==> config.mk <==
export PLATFORM = sky130hd
export DESIGN_NAME = wb_master_arbiter_n
export DESIGN_NICKNAME = d
export VERILOG_FILES = /design/src/rtl/wb_master_arbiter_n.sv
export SDC_FILE = /design/constraint.sdc
export NUM_CORES = 1
export LEC_CHECK = 0
export CORE_ASPECT_RATIO = 0.6
export CORE_UTILIZATION = 20
export CTS_CLUSTER_SIZE = 14
export DETAILED_ROUTE_END_ITERATION = 16
export HOLD_SLACK_MARGIN = 0.06
export PLACE_DENSITY = 0.84
export SETUP_SLACK_MARGIN = 0.3
export SYNTH_ARGS = -nofsm -noshare
export SYNTH_HDL_FRONTEND = slang
export SYNTH_SLANG_ARGS = --single-unit
==> constraint.sdc <==
create_clock -name i_clk -period 1.2 [get_ports i_clk]
set_input_delay 0.12 -clock i_clk [delete_from_list [all_inputs] [get_ports i_clk]]
set_output_delay 0.12 -clock i_clk [all_outputs]
set_load 0.005 [all_outputs]
==> src/rtl/wb_master_arbiter_n.sv <==
// N-master Wishbone classic arbiter and bus multiplexer.
// Masters compete on cyc. Arbitration is fixed-priority (index 0 wins) or
// round-robin. The grant is registered, and ownership is held for as long as
// the owner keeps cyc high. An optional per-transaction timeout returns err to
// a master whose strobe goes unanswered.
module wb_master_arbiter_n #(
  parameter int N_MASTERS = 3,
  parameter int DATA_W    = 16,
  parameter int ADDR_W    = 24,
  parameter int SEL_W     = 2,
  parameter int RR_MODE   = 0,
  parameter int TIMEOUT   = 0,
  parameter int GNT_W     = $clog2(N_MASTERS)
) (
  input  logic                        i_clk,
  input  logic                        i_rst,
  input  logic [N_MASTERS-1:0]        i_m_cyc,
  input  logic [N_MASTERS-1:0]        i_m_stb,
  input  logic [N_MASTERS-1:0]        i_m_we,
  input  logic [N_MASTERS*ADDR_W-1:0] i_m_adr,
  input  logic [N_MASTERS*DATA_W-1:0] i_m_dat,
  input  logic [N_MASTERS*SEL_W-1:0]  i_m_sel,
  output logic [N_MASTERS-1:0]        o_m_ack,
  output logic [N_MASTERS-1:0]        o_m_err,
  output logic [N_MASTERS-1:0]        o_m_rty,
  output logic                        wb_cyc,
  output logic                        wb_stb,
  output logic                        wb_we,
  output logic [ADDR_W-1:0]           wb_adr,
  output logic [DATA_W-1:0]           wb_o_dat,
  output logic [SEL_W-1:0]            wb_sel,
  input  logic                        wb_ack,
  input  logic                        wb_err,
  input  logic                        wb_rty,
  output logic [GNT_W-1:0]            o_grant,
  output logic                        o_grant_valid,
  output logic                        o_timeout
);

  typedef enum logic {
    ST_IDLE  = 1'b0,
    ST_OWNED = 1'b1
  } state_t;

  state_t           state_reg, state_next;
  logic [GNT_W-1:0] grant_reg, grant_next;
  logic [GNT_W-1:0] ptr_reg, ptr_next;

  logic [GNT_W-1:0] win_idx;
  logic [GNT_W-1:0] win_ptr;
  logic             any_req;
  logic             grant_valid;
  logic             owner_cyc;
  logic             arb_point;
  logic             bus_resp;
  logic             tmo_fire;
  int               rr_cand;
  int               ptr_wrap;

  // Per-master slices unpacked into arrays so the mux can index them by grant.
  logic [ADDR_W-1:0] m_adr [N_MASTERS];
  logic [DATA_W-1:0] m_dat [N_MASTERS];
  logic [SEL_W-1:0]  m_sel [N_MASTERS];
  logic [N_MASTERS-1:0] grant_hit;

  generate
    for (genvar gi = 0; gi < N_MASTERS; gi++) begin : g_slice
      assign m_adr[gi] = i_m_adr[gi*ADDR_W +: ADDR_W];
      assign m_dat[gi] = i_m_dat[gi*DATA_W +: DATA_W];
      assign m_sel[gi] = i_m_sel[gi*SEL_W +: SEL_W];
    end
  endgenerate

  assign grant_valid = (state_reg == ST_OWNED);
  assign owner_cyc   = i_m_cyc[grant_reg];
  assign any_req     = |i_m_cyc;
  assign bus_resp    = wb_ack | wb_err | wb_rty;

  // A new owner may be picked only when the bus is free or the owner released cyc.
  assign arb_point = (state_reg == ST_IDLE) | ~owner_cyc;

  // Winner search. Scanning from the far end down lets the nearest candidate
  // overwrite the others, so no early exit is needed.
  always_comb begin
    win_idx = '0;
    rr_cand = 0;
    if (RR_MODE != 0) begin
      for (int off = N_MASTERS - 1; off >= 0; off--) begin
        rr_cand = int'(ptr_reg) + off;
        if (rr_cand >= N_MASTERS) begin
          rr_cand = rr_cand - N_MASTERS;
        end
        if (i_m_cyc[GNT_W'(rr_cand)]) begin
          win_idx = GNT_W'(rr_cand);
        end
      end
    end else begin
      for (int i = N_MASTERS - 1; i >= 0; i--) begin
        if (i_m_cyc[GNT_W'(i)]) begin
          win_idx = GNT_W'(i);
        end
      end
    end
  end

  // Round-robin pointer that follows a new grant: one past the winner, wrapping.
  always_comb begin
    ptr_wrap = int'(win_idx) + 1;
    if (ptr_wrap >= N_MASTERS) begin
      ptr_wrap = 0;
    end
    win_ptr = GNT_W'(ptr_wrap);
  end

  // Next-state logic: hand off directly to a waiting requester, else go idle.
  always_comb begin
    state_next = state_reg;
    grant_next = grant_reg;
    ptr_next   = ptr_reg;
    if (arb_point) begin
      if (any_req) begin
        state_next = ST_OWNED;
        grant_next = win_idx;
        ptr_next   = win_ptr;
      end else begin
        state_next = ST_IDLE;
      end
    end
  end

  // Ownership registers. Reset drops any owner at once, even mid-transfer.
  always_ff @(posedge i_clk) begin
    if (i_rst) begin
      state_reg <= ST_IDLE;
      grant_reg <= '0;
      ptr_reg   <= '0;
    end else begin
      state_reg <= state_next;
      grant_reg <= grant_next;
      ptr_reg   <= ptr_next;
    end
  end

  // Bus side multiplexer. It is driven from the registered grant and forced
  // to zero while there is no owner.
  assign wb_cyc   = grant_valid & owner_cyc;
  assign wb_stb   = wb_cyc & i_m_stb[grant_reg];
  assign wb_we    = grant_valid & i_m_we[grant_reg];
  assign wb_adr   = grant_valid ? m_adr[grant_reg] : '0;
  assign wb_o_dat = grant_valid ? m_dat[grant_reg] : '0;
  assign wb_sel   = grant_valid ? m_sel[grant_reg] : '0;

  // Responses go only to the owner. A timeout is reported as err.
  generate
    for (genvar gi = 0; gi < N_MASTERS; gi++) begin : g_resp
      assign grant_hit[gi] = grant_valid & (grant_reg == GNT_W'(gi));
      assign o_m_ack[gi]   = grant_hit[gi] & wb_ack;
      assign o_m_err[gi]   = grant_hit[gi] & (wb_err | tmo_fire);
      assign o_m_rty[gi]   = grant_hit[gi] & wb_rty;
    end
  endgenerate

  generate
    if (TIMEOUT > 0) begin : g_tmo
      localparam int CNT_W = $clog2(TIMEOUT + 1);
      logic [CNT_W-1:0] tmo_cnt_reg;

      // A real response on the final cycle takes precedence over the timeout.
      assign tmo_fire = wb_stb & ~bus_resp & (tmo_cnt_reg == CNT_W'(TIMEOUT - 1));

      // Counts unanswered strobe cycles. It restarts on a response, an idle
      // strobe, an owner change or a fired timeout.
      always_ff @(posedge i_clk) begin
        if (i_rst) begin
          tmo_cnt_reg <= '0;
        end else if (~wb_stb | bus_resp | tmo_fire | arb_point) begin
          tmo_cnt_reg <= '0;
        end else begin
          tmo_cnt_reg <= tmo_cnt_reg + CNT_W'(1);
        end
      end
    end else begin : g_no_tmo
      assign tmo_fire = 1'b0;
    end
  endgenerate

  assign o_timeout     = tmo_fire;
  assign o_grant       = grant_reg;
  assign o_grant_valid = grant_valid;

endmodule

==> results by group, run 1 <==
Yosys
  • Post-synthesis xor/xnor area fraction: 0%
  • Syn avg cell area: 8.17 sq um
  • Synth Area in Simple Gates: 34.6%
  • Compound-Gate Fraction of Synth Area: 2.49%
  • Post-synthesis cell type count: 21
  • Fraction of registers with async set/reset: 0%
  • Post-Synth Adder-Cell Area: 0%
  • Number of synthesized flops with an enable pin: 0
  • Main combinational cell family by area after synthesis: multiplexers
  • Proportion of synthesized area in mux cells: 43.8%
  • Main synth FF type: dfxtp_1
  • Mapped cell area: 1000 sq um
  • Sequential cell area fraction in the yosys report: 3.99%
  • Gate Count Post-Synth: 123
  • Number of synthesized register bits: 2
  • Ys Warns: 0

Drt
  • Via-to-Cell Ratio: 4.25
  • WL/cell: 13.6 um
  • Post-route ant nets: 0
  • Drt drc: 0
  • Routed wire length: 4850 um
  • Initial DRC count: 11
  • Initial DRT Pass Iterations: 4
  • Via count: 1516

Placed design
  • DP HPWL: 3510 um
  • Port Buf Inserts: 148
  • Placer congestion estimate: 0.755

Flow run
  • Max cap viols: 0

Timing
  • FMAX: 671 MHz
  • Final Hold Fails: 0
  • Max Slew Vio Count: 0
  • RSZ-0062 raised after global routing: yes
  • Fin crit period: 1490 ps
  • Setup WS post-layout: -289 ps
  • Tcrit/Tclk final: 124%
  • Min Hold Slack: 551 ps
  • Clock skew: 4.73 ps
  • Final setup viols: 48

Worst setup path
  • Crit Path Max Fanout: 5
  • Critical-path top delay cell: dfxtp_4
  • Crit path DAT: 1370 ps
  • Crit path cell chain: buf_4 > buf_8 > mux2i_1 > nor2b_1 > dlygate4sd2_1
  • Worst path max stage delay: 370 ps
  • Setup CP Type: reg -> out
  • CP Launch Type: register
  • Crit path required time: 1080 ps
  • Critical Path End Type: output port

Floorplan
  • Die area: 5320 sq um
  • Height of the chip: 56.9 um
  • FP Rows: 19
  • Top-level I/O count: 198
  • DIE WIDTH: 93.5 um
  • Area of the core: 4710 sq um
  • Starting Density: 21.3%

Final layout
  • N_diodes: 0
  • Nets: 436
  • Area Overhead vs Synth: 178%
  • Most frequent cells in the layout: clkdlybuf4s50_1, nor2b_1, mux2i_1, buf_2, buf_6
  • Commonest non-fill, non-tap cell in the layout: clkdlybuf4s50_1
  • Fillers: 427
  • Share of layout cells above drive strength 1: 30.3%

Run status
  • Status: finished with violations
  • Failing checks: setup timing

Clock network
  • Worst-Skew Late Latency: 210 ps
  • CTS tree: built
  • Root buf cell: clkbuf_8
  • Max clock buf depth: 2
  • CTS H-Tree Depth: 1
  • CTS sink count: 2
  • CTS buffer count: 3
  • Clk slew on worst S/H paths: 30 ps

Pwr
  • Power Total: 1.28 mW
  • Leakage power: 1.24 nW
  • Maximum vdd drop: 255 uV
  • Pwr dens: 459 nW/um^2

Global routing
  • Global route total overflow: 0
  • Initial antenna violation count: 0
  • Number of global-route vias before repair: 1500
  • Largest net degree at the start of global routing: 22
  • First-pass GRT wire length: 7130 um
  • Total GRT Usage: 17.5%

Worst hold path
  • Hold/Removal Path Class: in -> reg
## metal layers
| metal | wire [um] | global-route usage [%] | share of wire, % | up-vias |
|---|---|---|---|---|
| li1 | - | - | - | 753 |
| met3 | 502 | 6.23 | 10 | 2 |
| met4 | 22 | 2.64 | 0.45 | 0 |
| met5 | 0 | 0 | 0 | - |
| met2 | 2310 | 31.6 | 48 | 82 |
| met1 | 2010 | 20.4 | 41 | 679 |
## cell usage after synthesis (2+ instances only)
| cell type | count | area share [%] |
|---|---|---|
| dfxtp_1 | 2 | 4.0 |
| nor2b_1 | 44 | 27 |
| clkbuf_1 | 4 | 1.5 |
| buf_4 | 5 | 3.7 |
| mux2i_1 | 44 | 44 |
| and2_1 | 3 | 1.9 |
| and3_1 | 3 | 1.9 |
| buf_8 | 5 | 7.5 |
## critical path, delay by kind of cell (launching register included)
family,cells,cell delay (ps)
buf+inv,3,530
mux,1,200
flops,1,370
simple gates,1,70
## cell families after synthesis
group,after synthesis
DFF,2
AOI/OAI and AO/OA,3
muxes,44
other,1
and+or+nand+nor,56
buffers and inverters,17
## registers in the layout, summed over array words and instances (netlist names)
name	count
o_grant_valid	1
o_grant	1
## cell type report
class | count | area [sq um] | share of cell area, %
inverter | 1 | 3.75 | 0.134
clock buffer | 3 | 41.3 | 1.48
tap | 63 | 78.8 | 2.82
timing repair buffer | 180 | 1760 | 62.8
multi-input combinational | 108 | 870 | 31.1
sequential | 2 | 47.5 | 1.70
## metrics by stage
stage / util, % / setup slack (ps) / cells / TNS (ps) / cell area, sq um
after floorplan: - / 222 / 127 / 0 / 1030
after global placement: 54.1 / -275 / 330 / -10750 / 2550
after detailed placement: 54.1 / -311 / 330 / -11640 / 2550
after CTS: 58.3 / -302 / 356 / -10690 / 2750
after global routing: 59.4 / -366 / 357 / -13790 / 2800
final: 59.4 / -289 / 357 / -10440 / 2800
## where the power goes
| group | switching, mW | leakage [nW] | total [mW] | internal, mW |
|---|---|---|---|---|
| Clock | 0.0487 | 0.0216 | 0.261 | 0.212 |
| Sequential | 0.0103 | 0.0177 | 0.0804 | 0.0702 |
| Combinational | 0.284 | 1.20 | 0.944 | 0.660 |
## timing repair
action,4_1_cts,5_1_grt
hold buffers,0,0
resized for setup,210,10
pin swaps,1,1
buffers inserted,19,0
setup endpoints to repair,54,55
cloned,4,1
## final timing paths
| path | depth (start not counted) | from | slack (ps) | endpoint |
|---|---|---|---|---|
| setup reg to reg | 6 | o_grant[0] | 100 | o_grant[0] |
| hold reg to reg | 3 | o_grant_valid | 900 | o_grant[0] |
| setup / recovery | 5 | o_grant[0] | -290 | wb_adr[16] |
| hold / removal | 2 | i_rst | 550 | o_grant_valid |
Note: power is estimated with default switching activity, not from simulation.
==> inputs of run 2 (changes only) <==
- CTS_CLUSTER_DIAMETER: default -> 200
==> results of run 2 <==
The final DEF is identical to that of run 1; final timing and power are the same.
==> inputs of run 3 (changes only) <==
- CTS_CLUSTER_DIAMETER: 200 -> default
- SLEW_MARGIN: default -> 20
==> results of run 3 <==
The final DEF is identical to that of run 1; final timing and power are the same.
